### src/rtl/i2s_sample_sched.sv
// i2s_sample_sched: playback scheduler between a valid/ready sample stream and
// an I2S serializer. Samples are buffered in a FIFO with a single staging
// register in front of the serializer. The FIFO must be primed before playback
// starts. Silence is presented on underrun, and the buffer drains cleanly on stop.
module i2s_sample_sched #(
    parameter int          DEPTH       = 16,
    parameter int          PRIME_LEVEL = 4,
    parameter logic [31:0] SILENCE     = 32'h0000_0000
) (
    input  logic                         aud_clk_i,
    input  logic                         aud_rst_i,
    input  logic                         enable_i,
    input  logic [31:0]                  s_data_i,
    input  logic                         s_valid_i,
    output logic                         s_ready_o,
    output logic [31:0]                  audio_data_o,
    input  logic                         audio_data_ready_i,
    output logic [1:0]                   state_o,
    output logic [$clog2(DEPTH+2)-1:0]   level_o,
    output logic [15:0]                  underrun_cnt_o,
    input  logic                         clear_i
);

    localparam int AW = $clog2(DEPTH);
    localparam int LW = $clog2(DEPTH + 2);

    localparam logic [1:0] ST_IDLE  = 2'd0;
    localparam logic [1:0] ST_PRIME = 2'd1;
    localparam logic [1:0] ST_RUN   = 2'd2;
    localparam logic [1:0] ST_DRAIN = 2'd3;

    localparam logic [AW:0]   FULL_CNT  = (AW + 1)'(DEPTH);
    localparam logic [LW-1:0] PRIME_LVL = LW'(PRIME_LEVEL);

    logic [1:0]    r_state;
    logic [1:0]    w_state_nxt;
    logic [31:0]   r_mem [DEPTH];
    logic [AW:0]   r_wr_ptr;
    logic [AW:0]   r_rd_ptr;
    logic [31:0]   r_staged;
    logic          r_staged_valid;
    logic [15:0]   r_underrun_cnt;

    logic [AW:0]   w_count;
    logic          w_empty;
    logic          w_full;
    logic          w_ready;
    logic          w_push;
    logic          w_pop;
    logic          w_active;
    logic          w_consume;
    logic          w_underrun;
    logic [LW-1:0] w_level;

    // The extra pointer bit separates full from empty when the index bits match.
    assign w_count    = r_wr_ptr - r_rd_ptr;
    assign w_empty    = (r_wr_ptr == r_rd_ptr);
    assign w_full     = (w_count == FULL_CNT);
    assign w_ready    = ((r_state == ST_PRIME) || (r_state == ST_RUN)) && !w_full;
    assign w_push     = s_valid_i && w_ready;
    assign w_pop      = !r_staged_valid && !w_empty && (r_state != ST_IDLE);
    assign w_active   = (r_state == ST_RUN) || (r_state == ST_DRAIN);
    assign w_consume  = audio_data_ready_i && w_active && r_staged_valid;
    assign w_underrun = audio_data_ready_i && (r_state == ST_RUN) && !r_staged_valid;
    assign w_level    = LW'(w_count) + LW'(r_staged_valid);

    // Outputs are built only from registers, so the serializer never sees a combinational path from inputs.
    assign s_ready_o      = w_ready;
    assign audio_data_o   = (w_active && r_staged_valid) ? r_staged : SILENCE;
    assign state_o        = r_state;
    assign level_o        = w_level;
    assign underrun_cnt_o = r_underrun_cnt;

    // Next-state selection for the playback FSM.
    always_comb begin
        w_state_nxt = r_state;
        case (r_state)
            ST_IDLE: begin
                if (enable_i) begin
                    w_state_nxt = ST_PRIME;
                end else begin
                    w_state_nxt = ST_IDLE;
                end
            end
            ST_PRIME: begin
                if (!enable_i) begin
                    w_state_nxt = ST_IDLE;
                end else if (w_level >= PRIME_LVL) begin
                    w_state_nxt = ST_RUN;
                end else begin
                    w_state_nxt = ST_PRIME;
                end
            end
            ST_RUN: begin
                if (!enable_i) begin
                    w_state_nxt = ST_DRAIN;
                end else begin
                    w_state_nxt = ST_RUN;
                end
            end
            ST_DRAIN: begin
                // Resuming takes priority over finishing the drain.
                if (enable_i) begin
                    w_state_nxt = ST_RUN;
                end else if (w_empty && !r_staged_valid) begin
                    w_state_nxt = ST_IDLE;
                end else begin
                    w_state_nxt = ST_DRAIN;
                end
            end
            default: begin
                w_state_nxt = ST_IDLE;
            end
        endcase
    end

    // FSM state register.
    always_ff @(posedge aud_clk_i or posedge aud_rst_i) begin
        if (aud_rst_i) begin
            r_state <= ST_IDLE;
        end else begin
            r_state <= w_state_nxt;
        end
    end

    // FIFO pointers; IDLE holds the FIFO flushed.
    always_ff @(posedge aud_clk_i or posedge aud_rst_i) begin
        if (aud_rst_i) begin
            r_wr_ptr <= '0;
            r_rd_ptr <= '0;
        end else if (r_state == ST_IDLE) begin
            r_wr_ptr <= '0;
            r_rd_ptr <= '0;
        end else begin
            if (w_push) begin
                r_wr_ptr <= r_wr_ptr + 1'b1;
            end
            if (w_pop) begin
                r_rd_ptr <= r_rd_ptr + 1'b1;
            end
        end
    end

    // FIFO storage; contents are qualified by the pointers, so no reset is needed.
    always_ff @(posedge aud_clk_i) begin
        if (w_push) begin
            r_mem[r_wr_ptr[AW-1:0]] <= s_data_i;
        end
    end

    // Staging register: refills from the FIFO head whenever it is empty.
    always_ff @(posedge aud_clk_i or posedge aud_rst_i) begin
        if (aud_rst_i) begin
            r_staged       <= SILENCE;
            r_staged_valid <= 1'b0;
        end else if (r_state == ST_IDLE) begin
            r_staged_valid <= 1'b0;
        end else if (w_pop) begin
            r_staged       <= r_mem[r_rd_ptr[AW-1:0]];
            r_staged_valid <= 1'b1;
        end else if (w_consume) begin
            r_staged_valid <= 1'b0;
        end else begin
            r_staged_valid <= r_staged_valid;
        end
    end

    // Saturating underrun counter; a clear coinciding with an underrun leaves 1.
    always_ff @(posedge aud_clk_i or posedge aud_rst_i) begin
        if (aud_rst_i) begin
            r_underrun_cnt <= 16'h0000;
        end else if (clear_i) begin
            r_underrun_cnt <= w_underrun ? 16'h0001 : 16'h0000;
        end else if (w_underrun && (r_underrun_cnt != 16'hFFFF)) begin
            r_underrun_cnt <= r_underrun_cnt + 16'h0001;
        end else begin
            r_underrun_cnt <= r_underrun_cnt;
        end
    end

endmodule
### config.mk
export PLATFORM = sky130hd
export DESIGN_NAME = i2s_sample_sched
export DESIGN_NICKNAME = d
export VERILOG_FILES = /design/src/rtl/i2s_sample_sched.sv
export SDC_FILE = /design/constraint.sdc
export NUM_CORES = 1
export LEC_CHECK = 0
export CORE_ASPECT_RATIO = 0.5
export CORE_UTILIZATION = 54
export DETAILED_ROUTE_END_ITERATION = 10
export PLACE_DENSITY = 0.73
export SYNTH_ARGS = -nofsm -noshare
export SYNTH_HDL_FRONTEND = slang
export SYNTH_SLANG_ARGS = --single-unit
### constraint.sdc
create_clock -name aud_clk_i -period 4.8 [get_ports aud_clk_i]
set_input_delay 0.72 -clock aud_clk_i [delete_from_list [all_inputs] [get_ports aud_clk_i]]
set_output_delay 0.72 -clock aud_clk_i [all_outputs]
set_load 0.05 [all_outputs]
==> impl_results.md <==
* Outcome: complete, no violations
* RSZ-0062 raised after global routing: false
* Slew Limit Fails at 0
* Synth-to-layout area growth at 14.4%
* CP endpoint kind: output pin
* Combinational Power Share at 0.178
* Worst Hold Class: reg -> reg
* Bufs on Longest Clock Path at 3
* Cell taking the most area after synthesis: edfxtp_1
* DP Wirelength at 24,800 µm
* CTS Buf Count at 48
* H-tree levels at 2
* Arrival @ worst endpoint at 3.62 ns
* Initial core utilization at 0.554
* Leakage power figure at 8.75 nW
* DP Area at 24,400 µm²
* Crit path max-delay cell type: clkdlybuf4s50_1
* Highest net fanout along the worst path at 17
* Root Driver: clkbuf_16
* Top cell type's share of synthesized area at 0.678
* Die ar. at 42,900 µm²
* Final setup violating endpoints at 0
* DP Cell Count at 1,736
* Tcrit/Tclk final at 0.904
* Clock skew at 0.0234 ns
* Req. time, crit path at 4.08 ns
* Nets at 1,301
* Critical path cell sequence: ha_1, inv_1, fa_1, xnor2_1, nand2b_1, nor2_1, xor2_1, clkdlybuf4s50_1
* Routed vias/inst at 6.27
* VDD IR max at 0.522 mV
* Worst Tran Pin Value at 1.06 ns
* Vias in the first global route at 11,700
* Core Util, Final at 0.634
* Post-synthesis cell area at 22,700 µm²
* Antenna-violating nets left at 0
* Core area at 40,900 µm²
* Pwr dens at 460 nW/µm²
* Clock share of power at 0.334
* Final hold slack at 0.488 ns
* Cells after Synth at 1,134
* Internal Power at 8.82 mW
* Clock insertion delay at the later pin of the skew report at 0.59 ns
* Grt total ovfl at 0
* Syn Nets at 1,189
* Cell Count, Final, Fillers Out at 1,827
* Register bit total from synthesis at 573
* Switch share at 0.261
* Share of layout cells above drive strength 1 at 0.203
* Largest cells by area after synthesis: edfxtp_1 68%, mux4_2 13%, dfrtp_1 6.7%
* Syn avg cell area at 20.0 µm²
* CTS-repair resized insts at 0
* Switching pwr at 3.11 mW
* Post-synth EDFFs at 512
* Max Fclk at 230 MHz
* DRC viols at 0
* Post-synth top cells: 512 x edfxtp_1, 128 x mux4_2, 67 x mux2i_1, 61 x dfrtp_1, 50 x nand2_1
* Normalized max-slew margin at 0.294
* Number of placed I/O pins at 94
* CTS tree: yes
* Pre-antenna DRT Iters at 5
* Core Rows at 52
* Final Hold Viols at 0
* Sequential power share at 0.488
* Clock sink total at 573
* Async SR Flop Fraction at 0.106
* Hold Buf Count CTS at 0
* RePlAce Congestion at 0.835
* Fin area at 26,000 µm²
* Startpoint types: register
* Slowest Stage Delay on Critical Path at 0.82 ns
* Antenna violations before repair at 1
* Starting DRT DRC Count at 1,176
* Ys Warns at 0
* Largest net degree at the start of global routing at 117
* All-Layer GR Usage at 0.234
* Wirelength per Cell at 26.9 µm
* First-pass GRT wire length at 73,400 µm
* Clk pin slew, worst setup/hold paths at 0.07 ns
* Minimum clock period at 4.34 ns
* Setup fix buffers added after clock tree synthesis at 0
* Crit Path Class: reg -> out
* Synth unique cells at 53
* Die Wd at 292 µm
* Die Y at 147 µm
* Sequential share of the synthesized area at 0.745
* MaxCap Viol Count at 0
* Number of port buffers at 93
* Vias post-DR at 11,500
* DRT Wirelength at 49,100 µm
* Prevailing post-synth register cell: edfxtp_1
* Count leader, synth: edfxtp_1
## per-layer routing
| metal | GRT usage | part of all wire | up-vias |
|---|---|---|---|
| met4 | 0.0597 | 0.020 | 0 |
| met2 | 0.372 | 0.49 | 480 |
| met5 | 0 | 0 | - |
| li1 | - | - | 4850 |
| met1 | 0.342 | 0.42 | 6052 |
| met3 | 0.0393 | 0.072 | 68 |
## layout by cell type, fill, tap and decap left out, types with 8 or more instances in the layout
| cell type | count |
|---|---|
| ha_1 | 16 |
| nor2_1 | 26 |
| dfrtp_1 | 59 |
| mux2i_1 | 67 |
| mux4_2 | 128 |
| clkdlybuf4s50_1 | 92 |
| nand2_1 | 50 |
| nor3_2 | 15 |
| o21ai_0 | 10 |
| nand2b_1 | 11 |
| and2_1 | 32 |
| inv_1 | 11 |
| buf_4 | 28 |
| o221ai_1 | 33 |
| xnor2_1 | 9 |
| clkbuf_1 | 9 |
| edfxtp_1 | 512 |
| clkinv_2 | 12 |
| clkinv_1 | 8 |
| clkbuf_16 | 49 |
| a21oi_1 | 11 |
## power by group through the flow
stage | clock, mW | sequential [mW] | combinational, mW
finish | 3.99 | 5.83 | 2.12
global route | 4.23 | 5.85 | 2.28
CTS | 4.04 | 5.83 | 2.13
detailed placement | 0 | 5.93 | 2.12
global placement | 0 | 5.92 | 2.07
floorplan | 0 | 5.86 | 1.59
## flip-flops by register name, summed over array words and instances, names as in the netlist
| name | flops |
|---|---|
| r_mem | 512 |
| r_staged | 32 |
| underrun_cnt_o | 16 |
| r_rd_ptr | 5 |
| r_wr_ptr | 5 |
| state_o | 2 |
| r_staged_valid | 1 |
## critical path, delay by kind of cell (launching register included)
kind | cells | cell delay, ns
buffers and inverters | 2 | 0.89
flip-flops | 1 | 0.64
AND/OR/NAND/NOR | 2 | 0.27
adder cells (fa/ha/maj) | 2 | 0.66
XOR/XNOR | 2 | 0.58
## per-stage QoR
stage	worst slack [ns]	power, mW	TNS (ns)
detailed placement	1.01	8.05	0
global route	0.253	12.4	0
CTS	0.450	12.0	0
finish	0.459	11.9	0
global placement	1.13	7.99	0
floorplan	-0.279	7.45	-102.63
## cell families (layout without fill, tap and decap cells)
kind of cell,count (synthesis),after routing,synth area share
other cells,0,1,0
simple gates,180,180,0.0415
flops,573,573,0.745
compound gates,76,76,0.0254
xor+xnor,16,16,0.00618
buf+inv,73,225,0.0132
fa+ha+maj,17,17,0.00971
mux,199,199,0.159
## path summary, 6_finish.rpt
path	end	cells past startpoint	from	slack, ns
setup / recovery	level_o[4]	8	r_rd_ptr[0]	0.46
hold / removal	r_staged[29]	2	r_staged[29]	0.49
setup reg to reg	r_mem[6][1]	10	r_rd_ptr[0]	1.01
hold reg to reg	r_staged[29]	2	r_staged[29]	0.49
max in group asynchronous	r_staged[14]	3	aud_rst_i	3.08
min in group asynchronous	underrun_cnt_o[14]	2	aud_rst_i	0.56
## final cells by class
type / count / area (µm²)
diodes: 1 / 2.50
flip-flops and latches: 573 / 16900
clock buffers: 60 / 1290
inverters: 14 / 53.8
multi-input cells: 488 / 5560
fillers: 2673 / 15000
clock inverters: 30 / 309
repair buffers: 121 / 1150
well taps: 540 / 676
No activity file was read; power rests on OpenSTA's default activity.
